### src/rtl/muldiv_seq_if.sv
// Request/response and borrowed-ALU signals between the execute stage and muldiv_seq.
interface muldiv_seq_if;
    logic        i_valid;
    logic        o_ready;
    logic [2:0]  i_op;
    logic [31:0] i_rs1;
    logic [31:0] i_rs2;
    logic        i_kill;
    logic        o_alu_busy;
    logic [31:0] o_alu_a;
    logic [31:0] o_alu_b;
    logic [3:0]  o_alu_control;
    logic [31:0] i_alu_result;
    logic [3:0]  i_alu_flags;
    logic        o_done;
    logic [31:0] o_result;

    modport slave (
        input  i_valid, i_op, i_rs1, i_rs2, i_kill, i_alu_result, i_alu_flags,
        output o_ready, o_alu_busy, o_alu_a, o_alu_b, o_alu_control, o_done, o_result
    );

    modport master (
        output i_valid, i_op, i_rs1, i_rs2, i_kill, i_alu_result, i_alu_flags,
        input  o_ready, o_alu_busy, o_alu_a, o_alu_b, o_alu_control, o_done, o_result
    );
endinterface

### src/rtl/muldiv_seq.sv
// RV32M multiply/divide sequencer: 32 shift-add / restoring-divide steps on the shared ALU,
// sign handling and divide special cases kept local.
module muldiv_seq (
    input  logic        i_clk,
    input  logic        i_rst,
    muldiv_seq_if.slave bus
);
    localparam int unsigned XLEN  = 32;
    localparam int unsigned CNT_W = 6;
    localparam logic [CNT_W-1:0] LAST_ITER = CNT_W'(XLEN - 1);
    localparam logic [3:0] ALU_ADD = 4'b0000;
    localparam logic [3:0] ALU_SUB = 4'b0001;

    typedef enum logic [1:0] {IDLE, CALC, FIX, DONE} state_t;

    state_t            state;
    logic [CNT_W-1:0]  cnt;
    logic [2:0]        op;
    logic [XLEN-1:0]   hi;      // multiply: product high / divide: remainder
    logic [XLEN-1:0]   lo;      // multiply: product low  / divide: quotient
    logic [XLEN-1:0]   bmag;
    logic              neg_res;
    logic              neg_rem;

    // Accept-time operand decode
    logic              a_sgn, b_sgn, a_neg, b_neg, div_zero, div_ovf;
    logic [XLEN-1:0]   a_mag, b_mag, sc_result, init_a, init_b;

    always_comb begin
        a_sgn     = (bus.i_op == 3'b001) || (bus.i_op == 3'b010) ||
                    (bus.i_op == 3'b100) || (bus.i_op == 3'b110);
        b_sgn     = (bus.i_op == 3'b001) || (bus.i_op == 3'b100) || (bus.i_op == 3'b110);
        a_neg     = a_sgn && bus.i_rs1[XLEN-1];
        b_neg     = b_sgn && bus.i_rs2[XLEN-1];
        a_mag     = a_neg ? (~bus.i_rs1 + XLEN'(1)) : bus.i_rs1;
        b_mag     = b_neg ? (~bus.i_rs2 + XLEN'(1)) : bus.i_rs2;
        div_zero  = bus.i_op[2] && (bus.i_rs2 == '0);
        div_ovf   = bus.i_op[2] && !bus.i_op[0] &&
                    (bus.i_rs1 == 32'h8000_0000) && (bus.i_rs2 == 32'hFFFF_FFFF);
        sc_result = '0;
        if (div_zero) begin
            sc_result = bus.i_op[1] ? bus.i_rs1 : 32'hFFFF_FFFF;
        end else if (!bus.i_op[1]) begin
            sc_result = 32'h8000_0000;
        end
        // First-iteration operands: hi and r both start at zero
        if (bus.i_op[2]) begin
            init_a = {{(XLEN-1){1'b0}}, a_mag[XLEN-1]};
            init_b = b_mag;
        end else begin
            init_a = '0;
            init_b = a_mag[0] ? b_mag : '0;
        end
    end

    // One iteration step from the ALU return, plus operands for the following step
    logic              carry, ok;
    logic [XLEN-1:0]   div_s, nhi, nlo, na, nb;
    logic              unused_flags;

    assign carry        = bus.i_alu_flags[2];
    assign unused_flags = ^{bus.i_alu_flags[3], bus.i_alu_flags[1:0]};

    always_comb begin
        div_s = {hi[XLEN-2:0], lo[XLEN-1]};
        ok    = hi[XLEN-1] | ~carry;   // r[31] set means the 33-bit partial remainder exceeds any divisor
        if (!op[2]) begin
            nhi = {carry, bus.i_alu_result[XLEN-1:1]};
            nlo = {bus.i_alu_result[0], lo[XLEN-1:1]};
            na  = nhi;
            nb  = nlo[0] ? bmag : '0;
        end else begin
            nhi = ok ? bus.i_alu_result : div_s;
            nlo = {lo[XLEN-2:0], ok};
            na  = {nhi[XLEN-2:0], nlo[XLEN-1]};
            nb  = bmag;
        end
    end

    // Sign fix-up and output word selection
    logic [2*XLEN-1:0] prod_fix;
    logic [XLEN-1:0]   q_fix, r_fix, fix_result;

    always_comb begin
        prod_fix = neg_res ? (~{hi, lo} + (2*XLEN)'(1)) : {hi, lo};
        q_fix    = neg_res ? (~lo + XLEN'(1)) : lo;
        r_fix    = neg_rem ? (~hi + XLEN'(1)) : hi;
        case (op)
            3'b000:                 fix_result = prod_fix[XLEN-1:0];
            3'b001, 3'b010, 3'b011: fix_result = prod_fix[2*XLEN-1:XLEN];
            3'b100, 3'b101:         fix_result = q_fix;
            default:                fix_result = r_fix;
        endcase
    end

    always_ff @(posedge i_clk) begin
        if (i_rst) begin
            state             <= IDLE;
            cnt               <= '0;
            op                <= '0;
            hi                <= '0;
            lo                <= '0;
            bmag              <= '0;
            neg_res           <= 1'b0;
            neg_rem           <= 1'b0;
            bus.o_ready       <= 1'b1;
            bus.o_done        <= 1'b0;
            bus.o_alu_busy    <= 1'b0;
            bus.o_result      <= '0;
            bus.o_alu_a       <= '0;
            bus.o_alu_b       <= '0;
            bus.o_alu_control <= ALU_ADD;
        end else if (bus.i_kill && (state != IDLE)) begin
            state             <= IDLE;
            bus.o_ready       <= 1'b1;
            bus.o_done        <= 1'b0;
            bus.o_alu_busy    <= 1'b0;
            bus.o_alu_a       <= '0;
            bus.o_alu_b       <= '0;
            bus.o_alu_control <= ALU_ADD;
        end else begin
            case (state)
                IDLE: begin
                    if (bus.i_valid && !bus.i_kill) begin
                        op          <= bus.i_op;
                        cnt         <= '0;
                        bmag        <= b_mag;
                        neg_res     <= a_neg ^ b_neg;
                        neg_rem     <= a_neg;
                        hi          <= '0;
                        lo          <= a_mag;
                        bus.o_ready <= 1'b0;
                        if (div_zero || div_ovf) begin
                            state        <= DONE;
                            bus.o_done   <= 1'b1;
                            bus.o_result <= sc_result;
                        end else begin
                            state             <= CALC;
                            bus.o_alu_busy    <= 1'b1;
                            bus.o_alu_a       <= init_a;
                            bus.o_alu_b       <= init_b;
                            bus.o_alu_control <= bus.i_op[2] ? ALU_SUB : ALU_ADD;
                        end
                    end
                end
                CALC: begin
                    hi <= nhi;
                    lo <= nlo;
                    if (cnt == LAST_ITER) begin
                        state             <= FIX;
                        bus.o_alu_busy    <= 1'b0;
                        bus.o_alu_a       <= '0;
                        bus.o_alu_b       <= '0;
                        bus.o_alu_control <= ALU_ADD;
                    end else begin
                        cnt         <= cnt + CNT_W'(1);
                        bus.o_alu_a <= na;
                        bus.o_alu_b <= nb;
                    end
                end
                FIX: begin
                    state        <= DONE;
                    bus.o_done   <= 1'b1;
                    bus.o_result <= fix_result;
                end
                DONE: begin
                    state       <= IDLE;
                    bus.o_done  <= 1'b0;
                    bus.o_ready <= 1'b1;
                end
                default: state <= IDLE;
            endcase
        end
    end
endmodule

### src/flat_wrapper.sv
// flat-port wrapper written by rule: the top's interface ports become plain ports
module muldiv_seq_flat 
  (i_clk, i_rst, bus_i_valid, bus_i_op, bus_i_rs1, bus_i_rs2, bus_i_kill, bus_i_alu_result, bus_i_alu_flags, bus_o_ready, bus_o_alu_busy, bus_o_alu_a, bus_o_alu_b, bus_o_alu_control, bus_o_done, bus_o_result);
  muldiv_seq_if bus_i ();
  input  logic i_clk;
  input  logic i_rst;
  input wire logic [$bits(bus_i.i_valid)-1:0] bus_i_valid;
  input wire logic [$bits(bus_i.i_op)-1:0] bus_i_op;
  input wire logic [$bits(bus_i.i_rs1)-1:0] bus_i_rs1;
  input wire logic [$bits(bus_i.i_rs2)-1:0] bus_i_rs2;
  input wire logic [$bits(bus_i.i_kill)-1:0] bus_i_kill;
  input wire logic [$bits(bus_i.i_alu_result)-1:0] bus_i_alu_result;
  input wire logic [$bits(bus_i.i_alu_flags)-1:0] bus_i_alu_flags;
  output wire logic [$bits(bus_i.o_ready)-1:0] bus_o_ready;
  output wire logic [$bits(bus_i.o_alu_busy)-1:0] bus_o_alu_busy;
  output wire logic [$bits(bus_i.o_alu_a)-1:0] bus_o_alu_a;
  output wire logic [$bits(bus_i.o_alu_b)-1:0] bus_o_alu_b;
  output wire logic [$bits(bus_i.o_alu_control)-1:0] bus_o_alu_control;
  output wire logic [$bits(bus_i.o_done)-1:0] bus_o_done;
  output wire logic [$bits(bus_i.o_result)-1:0] bus_o_result;
  assign bus_i.i_valid = bus_i_valid;
  assign bus_i.i_op = bus_i_op;
  assign bus_i.i_rs1 = bus_i_rs1;
  assign bus_i.i_rs2 = bus_i_rs2;
  assign bus_i.i_kill = bus_i_kill;
  assign bus_i.i_alu_result = bus_i_alu_result;
  assign bus_i.i_alu_flags = bus_i_alu_flags;
  assign bus_o_ready = bus_i.o_ready;
  assign bus_o_alu_busy = bus_i.o_alu_busy;
  assign bus_o_alu_a = bus_i.o_alu_a;
  assign bus_o_alu_b = bus_i.o_alu_b;
  assign bus_o_alu_control = bus_i.o_alu_control;
  assign bus_o_done = bus_i.o_done;
  assign bus_o_result = bus_i.o_result;
  muldiv_seq u_core (.i_clk(i_clk), .i_rst(i_rst), .bus(bus_i));
endmodule
### config.mk
export PLATFORM = sky130hd
export DESIGN_NAME = muldiv_seq_flat
export DESIGN_NICKNAME = d
export VERILOG_FILES = /design/src/rtl/muldiv_seq_if.sv /design/src/rtl/muldiv_seq.sv /design/src/flat_wrapper.sv
export SDC_FILE = /design/constraint.sdc
export NUM_CORES = 1
export LEC_CHECK = 0
export CAP_MARGIN = 10
export CORE_MARGIN = 4
export CORE_UTILIZATION = 30
export CTS_CLUSTER_SIZE = 20
export DETAILED_ROUTE_END_ITERATION = 10
export GPL_TIMING_DRIVEN = 0
export HOLD_SLACK_MARGIN = 0.12
export PLACE_DENSITY_LB_ADDON = 0.12
export SLEW_MARGIN = 0
export SYNTH_ARGS = -nofsm -noshare
export SYNTH_HDL_FRONTEND = slang
export SYNTH_SLANG_ARGS = --single-unit
### constraint.sdc
create_clock -name i_clk -period 3.13 [get_ports i_clk]
set_input_delay 0.626 -clock i_clk [delete_from_list [all_inputs] [get_ports i_clk]]
set_output_delay 0.626 -clock i_clk [all_outputs]
set_load 0.01 [all_outputs]
## Word level (Yosys, flattened, before mapping)

Cells that the tools add are included.

| word-level totals | value |
|---|---|
| flip-flop bits (word level) | 212 |
| input bits | 107 |
| output and inout port bits | 103 |
| word-level logic and storage cells | 140 |

| operators by class | value |
|---|---|
| $add $sub $neg | 6 |
| equal/unequal tests | 20 |
| muxes and demuxes | 54 |
| bitwise gates (word level) | 9 |
| reduce and logical (&&, ||, !) cells | 36 |

Operator list:

| operator | count |
|---|---|
| 32-bit 2-to-1 mux | 25 |
| 32-bit one-hot mux with 2 select lines | 5 |
| 32-bit by 1-bit adder with 32-bit output, second input constant | 4 |
| 32-bit NOT | 4 |
| 32-bit one-hot mux with 3 select lines | 1 |
| 64-bit by 1-bit adder with 64-bit output, second input constant | 1 |
| 32-bit equality test, second input constant | 2 |
| 64-bit 2-to-1 mux | 1 |
| 64-bit NOT | 1 |
| 32-bit zero test | 1 |
| 3-bit equality test, second input constant | 4 |
| 4-bit 2-to-1 mux | 3 |
| 6-bit 2-to-1 mux | 2 |
| 6-bit one-hot mux with 2 select lines | 1 |
| 3-bit AND reduction | 4 |
| 4-bit AND reduction | 3 |
| 3-bit by 2-bit equality test with 1-bit output, second input constant | 3 |
| 1-bit logical AND | 8 |
| 1-bit 2-to-1 mux | 8 |
| 2-bit one-hot mux with 4 select lines | 1 |
| 4-bit one-hot mux with 2 select lines | 1 |
| 2-bit nonzero test | 4 |
| 6-bit by 1-bit adder with 6-bit output, second input constant | 1 |
| 3-bit by 1-bit equality test with 1-bit output, second input constant | 2 |
| 19 further kinds | 35 |

## Longest topological paths before layout

Gate-level depths: netlist (run 1).

| depth | value |
|---|---|
| depth after elaboration | 11 |
| depth in mapped cells | 11 |
| gate-level depth less buffers | 9 |

## Worst setup path after synthesis (run 1)

Ideal clock, no wire load.

| timing path | value |
|---|---|
| kind | in2reg |
| start | in bus_i_rs2[12] |
| end | reg u_core.bus.o_result[12] |
| library setup time | 0.096 ns |
| arrival | 2.671 ns |
| required time | 3.034 ns |
| path slack | 0.363 ns |
| cell stages on the path | 8 |
| buffers on the path | 2 |
| cell sequence | or3_1 -> or3_1 -> buf_2 -> nor4_4 -> a31o_2 -> o21ai_1 -> buf_2 -> o41ai_2 |

| on the way | value |
|---|---|
| longest elaborated chain between the ends | 6 |
| elaborated cells between the ends (all ways) | 11 |
| those cells by class | eq/ne (2); mux (4); reduce/logical (5) |

Ends and longest elaborated chain:

| what | line | RTL |
|---|---|---|
| start: declaration | flat_wrapper.sv:10 | `input wire logic [$bits(bus_i.i_rs2)-1:0] bus_i_rs2;` |
| 32-bit zero test | muldiv_seq.sv:37 | `div_zero = bus.i_op[2] && (bus.i_rs2 == '0);` |
| 1-bit logical AND | muldiv_seq.sv:37 |  |
| 32-bit 2-to-1 mux | muldiv_seq.sv:41 | `if (div_zero) begin` |
| 32-bit 2-to-1 mux | muldiv_seq.sv:133 | `if (div_zero \|\| div_ovf) begin` |
| 32-bit 2-to-1 mux | muldiv_seq.sv:124 | `if (bus.i_valid && !bus.i_kill) begin` |
| 32-bit one-hot mux with 2 select lines | muldiv_seq.sv:122 | `case (state)` |
| end signal: assignment | muldiv_seq.sv:136 | `bus.o_result <= sc_result;` |
| end signal: assignment | muldiv_seq.sv:164 | `bus.o_result <= fix_result;` |
| end: declaration | muldiv_seq_if.sv:20 | `output o_ready, o_alu_busy, o_alu_a, o_alu_b, o_alu_control, o_done, o_result` |

Parallel ways exist; a longest one is shown, timed or not. The select of a mux whose other input is x is not followed.
A chain may end at the register's enable or synchronous reset.

## Worst setup path in the final report (run 1)

| timing path | value |
|---|---|
| start | reg u_core.op[1] |
| end | reg u_core.bus.o_result[11] |

| on the way | value |
|---|---|
| longest elaborated chain between the ends | 4 |
| elaborated cells between the ends (all ways) | 10 |
| those cells by class | eq/ne (5); mux (2); reduce/logical (3) |

Ends and longest elaborated chain:

| what | line | RTL |
|---|---|---|
| start: declaration | muldiv_seq.sv:18 | `logic [2:0] op;` |
| start signal: assignment | muldiv_seq.sv:125 | `op <= bus.i_op;` |
| 3-bit by 1-bit equality test with 1-bit output (tied with other cells) | muldiv_seq.sv:88 | `case (op)` |
| 3-bit OR reduction or 2-bit OR reduction (tied branches) | muldiv_seq.sv:88 |  |
| 32-bit one-hot mux with 3 select lines * | muldiv_seq.sv:88 |  |
| 32-bit one-hot mux with 2 select lines * | muldiv_seq.sv:122 |  |

Every way passes the cells marked *; elsewhere a longest branch is shown, timed or not.

==> flow_summary.yaml, run 1 <==
sta:
  fin_crit_ps: 3140
  final_max_slew_viol_count: 0
  hold_viol: 0
  min_period_over_period: 1.00
  tightest_slew_ps: 1080
  setup_ws_ps: -6.69
  max_freq_mhz: 319
  finalClockSkew_ps: 20.5
  max_slew_margin: 0.282
  setup_viol: 1
power_and_ir_drop:
  ir_worst_vdd_mv: 0.399
  combPwrFrac: 0.491
  p_sw_uw: 5920
  p_int_uw: 7340
  p_seq_frac: 0.260
  power.total_uw: 13300
  swShare: 0.446
  powerDensity_nw_per_um2: 701
  p_clk_frac: 0.249
  leakage_uw: 0.00625
floorplan:
  die-area_sq_um: 51700
  initial_core_util: 0.303
  die_w_um: 227
  coreArea_sq_um: 47600
  rows: 80
  die_y_um: 227
  ios: 210
logic_synthesis:
  synth_xor_area_frac: 0.0655
  yosys.area_share.simple: 0.276
  yosysWarnings: 0
  synth_seq_cells: 209
  ys.flop_type: "dfxtp_1"
  avgSynthCellArea_sq_um: 7.19
  synth_compound_area_frac: 0.267
  synth_cell_types: 82
  synth_top_family_by_area: "simple AND/OR/NAND/NOR gates"
  synthArstFlopShare: 0
  synth-edff-count: 0
  synthCells: 2009
  synth_fa_ha_area_frac: 0.00953
  netlist_area_sq_um: 14400
  ys_seq_area_frac: 0.290
  muxShareOfSynthArea: 0.0279
critical_path:
  crit_fanout: 10
  crit_chain: "clkbuf_1 -> o21bai_4 -> nor2_1 -> nor2_1 -> o311ai_0 -> nor3_2 -> a21oi_1 -> a211oi_1"
  reg2reg_to: "u_core.bus.o_result[11]"
  cp-start-kind: "flip-flop"
  r2r_cells: 8
  slowest_stage: "nor2_1"
  critPathMaxStageDelay_ps: 750
  crit_end: "u_core.bus.o_result[11]"
  r2r_slack_ps: -7
  r2r_start: "u_core.op[1]"
  critical_path.endpoint_type: "flip-flop"
  crit_top_cell: "nor2_1"
  worstSetupPathType: "flip-flop to flip-flop"
  crit_start: "u_core.op[1]"
  required_ps: 3540
  crit_arrival_ps: 3540
route:
  via_per_inst: 5.95
  via_count: 17176
  first_pass_iters: 6
  routedWlPerCell_um: 26.3
  drt_iter0_drc: 1470
  drtAntennaViolNets: 0
  routed.top_layer: "met5"
  dr_wl_met2_mm: 35.2
  dr_wl_met3_mm: 5.18
  wl_met1_mm: 31.7
  wirelength_mm: 75.9
  drc: 0
cts:
  clockRootBuffer: "clkbuf_16"
  cts.clk_slew.worst_paths_ps: 60
  clk_latency_ps: 570
  cts.htree.levels: 1
  cts_tree: "yes"
  numCtsBuffers: 26
  clock_path_buffers: 3
  clock_sinks: 209
grt:
  grt_max_degree: 15
  antenna_found_initial: 6
  grt_usage: 0.279
  gr-total-overflow: 0
  grt_pass1_wl_mm: 109
  grt_pass1_vias: 16363
placement:
  io_buffers: 199
  dp_hpwl_mm: 58.8
  place_ws_ps: -1530
  gp_congestion: 0.962
finish:
  fillers: 5046
  final_nets: 2373
  area_delta_synth_final_pct: 31.0
  drive_gt1_frac: 0.0982
  final_common_cell: "nand2_1"
  final_cell_mix: "nand2_1 (243), nor2_1 (235), dfxtp_1 (207), clkdlybuf4s50_1 (191), a21oi_1 (176)"
flow_run:
  maxCapViolations: 0
min_path:
  hp-class: "flip-flop to flip-flop"
run_status:
  violations: "setup timing"
  status: "finished, violations left"
[synthesized netlist by cell type, drive strengths merged, types with 24 or more instances]
cell type    n  area (sq um)
buf         46           255
a211oi      74           556
a31oi       27           169
dfxtp      209          4180
nand3       83           415
o2111ai     24           210
xnor2       58           508
o31ai       27           213
nand4       48           313
inv         25          93.8
clkbuf     149           559
a21oi      178           891
xor2        50           438
nor4        44           375
nor2       238           893
nor3        74           380
nand2      244           916
o21ai       93           465
mux2i       38           380
o211ai      28           210
[cell type report]
| type | count | area, sq um | share of cell area |
|---|---|---|---|
| timing repair buffer | 220 | 2180 | 0.115 |
| clock buffer | 36 | 748 | 0.0395 |
| multi-input combinational | 1579 | 9880 | 0.522 |
| tap | 615 | 769 | 0.0407 |
| inverter | 28 | 105 | 0.00555 |
| antenna | 2 | 5.00 | 0.000264 |
| buffer | 191 | 871 | 0.0460 |
| clock inverter | 9 | 176 | 0.00932 |
| sequential | 209 | 4190 | 0.221 |
[timing repair]
| item | in CTS | in global routing |
|---|---|---|
| gates resized for setup | 82 | 79 |
| pin swaps | 11 | 16 |
| hold buffers | 0 | 0 |
| setup endpoints to repair | 124 | 143 |
| gates cloned | 0 | 1 |
| buffers inserted | 8 | 11 |
[worst max-delay path: cells and delay by family, from the launching register on]
kind,cells,cell delay (ps)
AO/OA/AOI/OAI,4,1090
AND/OR/NAND/NOR,3,950
buffers and inverters,1,590
flip-flops,1,320
[worst min path at each step]
stage | startpoint | end | slack, ps | cells past startpoint
after floorplan | u_core.bmag[31] | u_core.bmag[31] | 440 | 2
after global placement | u_core.bus.o_alu_a[2] | u_core.bus.o_alu_a[2] | 450 | 2
after detailed placement | u_core.bus.o_alu_a[23] | u_core.bus.o_alu_a[23] | 440 | 2
after CTS | u_core.bus.o_alu_a[23] | u_core.bus.o_alu_a[23] | 450 | 2
after global routing | u_core.bus.o_alu_a[23] | u_core.bus.o_alu_a[23] | 470 | 2
final | u_core.bus.o_alu_a[15] | u_core.bus.o_alu_a[15] | 450 | 2
[state kept, by name, indices dropped and copies added (netlist names), 3 cells and up]
signal	cells
u_core.bus.o_alu_a	32
u_core.bmag	32
u_core.bus.o_alu_b	32
u_core.hi	32
u_core.bus.o_result	32
u_core.op	3
u_core.lo	32
u_core.cnt	6
[layer usage]
layer	vias up	track usage
met2	747	0.464
li1	7867	-
met1	8389	0.358
met3	167	0.0485
met5	-	0
met4	6	0.119
[power by group through the flow]
stage	clock (uW)	combinational (uW)	sequential [uW]
floorplan	0	3320	3490
global placement	0	5840	3470
detailed placement	0	5850	3470
CTS	3350	6130	3420
global route	3440	6910	3490
finish	3300	6510	3450
[per-stage QoR]
stage	util	hold slack, ps	cells	setup TNS, ps	cell area (sq um)
floorplan	-	436	2011	0	14500
global placement	0.361	446	2825	-135480	17200
detailed placement	0.361	444	2825	-140020	17200
CTS	0.390	453	2877	-96.0	18600
global route	0.397	467	2887	-181	18900
finish	0.397	449	2889	-6.69	18900
[cell families (layout without fill, tap and decap cells)]
logic type / Yosys count / count (layout)
other: 1 / 5
buffers and inverters: 223 / 484
AO/OA/AOI/OAI: 585 / 585
XOR/XNOR: 108 / 108
adder cells (fa/ha/maj): 11 / 11
multiplexers: 40 / 40
flip-flops: 209 / 209
AND/OR/NAND/NOR: 832 / 832
(Power assumes the default switching activity.)
==> run 2, diff against run 1 <==
- MAX_ROUTING_LAYER: unset -> met4
==> run 2 against run 1 <==
- sequential power about the same
- combinational power barely moved
- core utilization about the same
- the flow still finishes with violations (setup timing)
- largest cell class unchanged
- largest power group unchanged
- worst setup slack got worse by 8.4 ps
==> flow_summary.yaml, run 2 (same netlist as run 1, synthesis figures left out) <==
run_status:
  status: "finished, violations left"
  violations: "setup timing"
flow_run:
  maxCapViolations: 0
sta:
  tightest_slew_ps: 1240
  hold_viol: 0
  min_period_over_period: 1.00
  rsz0062_at_grt: "yes"
  fin_crit_ps: 3150
  setup_viol: 2
  holdWs_ps: 450
  setup_ws_ps: -15.1
  max_freq_mhz: 318
  max_slew_margin: 0.166
  finalClockSkew_ps: 10.5
  final_max_slew_viol_count: 0
floorplan:
  die_y_um: 227
  coreArea_sq_um: 47600
  die_w_um: 227
  die-area_sq_um: 51700
  rows: 80
  initial_core_util: 0.303
  ios: 210
critical_path:
  slowest_stage: "nor4_2"
  crit_top_cell: "nor3_1"
  crit_end: "u_core.bus.o_result[31]"
  r2r_slack_ps: -20
  crit_chain: "clkbuf_1 -> nor4_2 -> nand2_1 -> nor3_1 -> o221ai_1 -> nor3_1 -> o211ai_1 -> a31o_2"
  path_buf_inv: 1
  reg2reg_to: "u_core.bus.o_result[31]"
  crit_family: "simple AND/OR/NAND/NOR gates"
  cp-start-kind: "flip-flop"
  crit_fanout: 9
  crit_start: "u_core.hi[21]"
  critical_path.endpoint_type: "flip-flop"
  r2r_cells: 8
  path_depth: 8
  critPathMaxStageDelay_ps: 660
  r2r_start: "u_core.hi[21]"
  crit_arrival_ps: 3610
  worstSetupPathType: "flip-flop to flip-flop"
  required_ps: 3600
route:
  routedWlPerCell_um: 26.4
  drt_iter0_drc: 1588
  via_per_inst: 5.90
  drc: 0
  drtAntennaViolNets: 0
  wirelength_mm: 76.4
  via_count: 17056
  first_pass_iters: 6
cts:
  cts.htree.levels: 1
  cts.clk_slew.worst_paths_ps: 60
  numCtsBuffers: 26
  cts_tree: "yes"
  clock_sinks: 209
  clk_latency_ps: 570
  clock_path_buffers: 3
  clockRootBuffer: "clkbuf_16"
  ctsHoldBuffers: 0
finish:
  layout.cells.non_filler: 2893
  final_nets: 2371
  drive_gt1_frac: 0.0981
  final_common_cell: "nand2_1"
  area_delta_synth_final_pct: 30.9
  final_cell_area_sq_um: 18900
  final_cell_mix: "nand2_1 (242), nor2_1 (234), dfxtp_1 (207), clkdlybuf4s50_1 (190), a21oi_1 (176)"
grt:
  grt_usage: 0.290
  grt_pass1_wl_mm: 109
  gr-total-overflow: 0
  antenna_found_initial: 5
  grt_max_degree: 20
  grt_pass1_vias: 16083
placement:
  dp_hpwl_mm: 59.5
  gp_congestion: 0.958
  io_buffers: 199
  place_area_sq_um: 17200
  place_inst: 2825
power_and_ir_drop:
  powerDensity_nw_per_um2: 699
  ir_worst_vdd_mv: 0.433
  leakage_uw: 0.00624
min_path:
  hp-class: "flip-flop to flip-flop"
==> run 2: changes by cell type in the layout (fill, tap and decap cells not counted), sizes merged <==
cell,change
clkdlybuf4s50,-1
clkinvlp,-1
clkinv,+3
clkbuf,+1
buf,-2
dlymetal6s2s,+1
diode,+3
==> run 2: worst min-delay path by stage <==
stage	slack, ps	endpoint	start	cells after the start
floorplan	440	u_core.bmag[31]	u_core.bmag[31]	2
global route	470	u_core.bus.o_alu_a[13]	u_core.bus.o_alu_a[13]	2
global placement	450	u_core.bus.o_alu_a[23]	u_core.bus.o_alu_a[23]	2
CTS	450	u_core.bus.o_alu_a[11]	u_core.bus.o_alu_a[11]	2
finish	450	u_core.bus.o_alu_a[11]	u_core.bus.o_alu_a[11]	2
detailed placement	450	u_core.bus.o_alu_a[15]	u_core.bus.o_alu_a[15]	2
==> run 2: power by group <==
group          internal (uW)  switching (uW)
Clock                   1960            1300
Combinational           2220            4300
Sequential              3100             344
==> run 2: worst min-delay path: stages (launching register included) <==
cell and delay (ps):
dfxtp_1 310, nand2_1 50, a21oi_1 50
==> run 2: metal layers <==
layer	vias up	routed length, um	GRT usage
met3	155	4560	0.0402
li1	7867	-	-
met1	8361	32700	0.371
met2	673	35500	0.469
met5	-	0	-
met4	0	3570	0.108
==> run 2: area by class of cell <==
cell class,count,area [sq um]
clock inverters,11,180
repair buffers,218,2160
clock buffers,37,732
well taps,615,769
fillers,5124,28700
multi-input cells,1579,9890
plain buffers,191,868
flip-flops and latches,209,4190
diodes,5,12.5
inverters,28,105
==> run 2: repair_timing <==
item                                    CTS  global route
endpoints found under the setup margin  124           158
gates resized for setup                  86            73
pin swaps                                11            15
buffers inserted                          9            10
hold endpoints to repair                  0             0
==> run 2: stage by stage <==
step	worst slack (ps)	power [uW]	TNS [ps]	utilization
2_1_floorplan	363	6810	0	-
3_3_place_gp	-1540	9370	-135840	0.361
3_5_place_dp	-1610	9370	-138790	0.361
4_1_cts	0.630	13000	0	0.390
5_1_grt	-33.1	13800	-60.3	0.397
6_report	-15.1	13200	-26.9	0.397
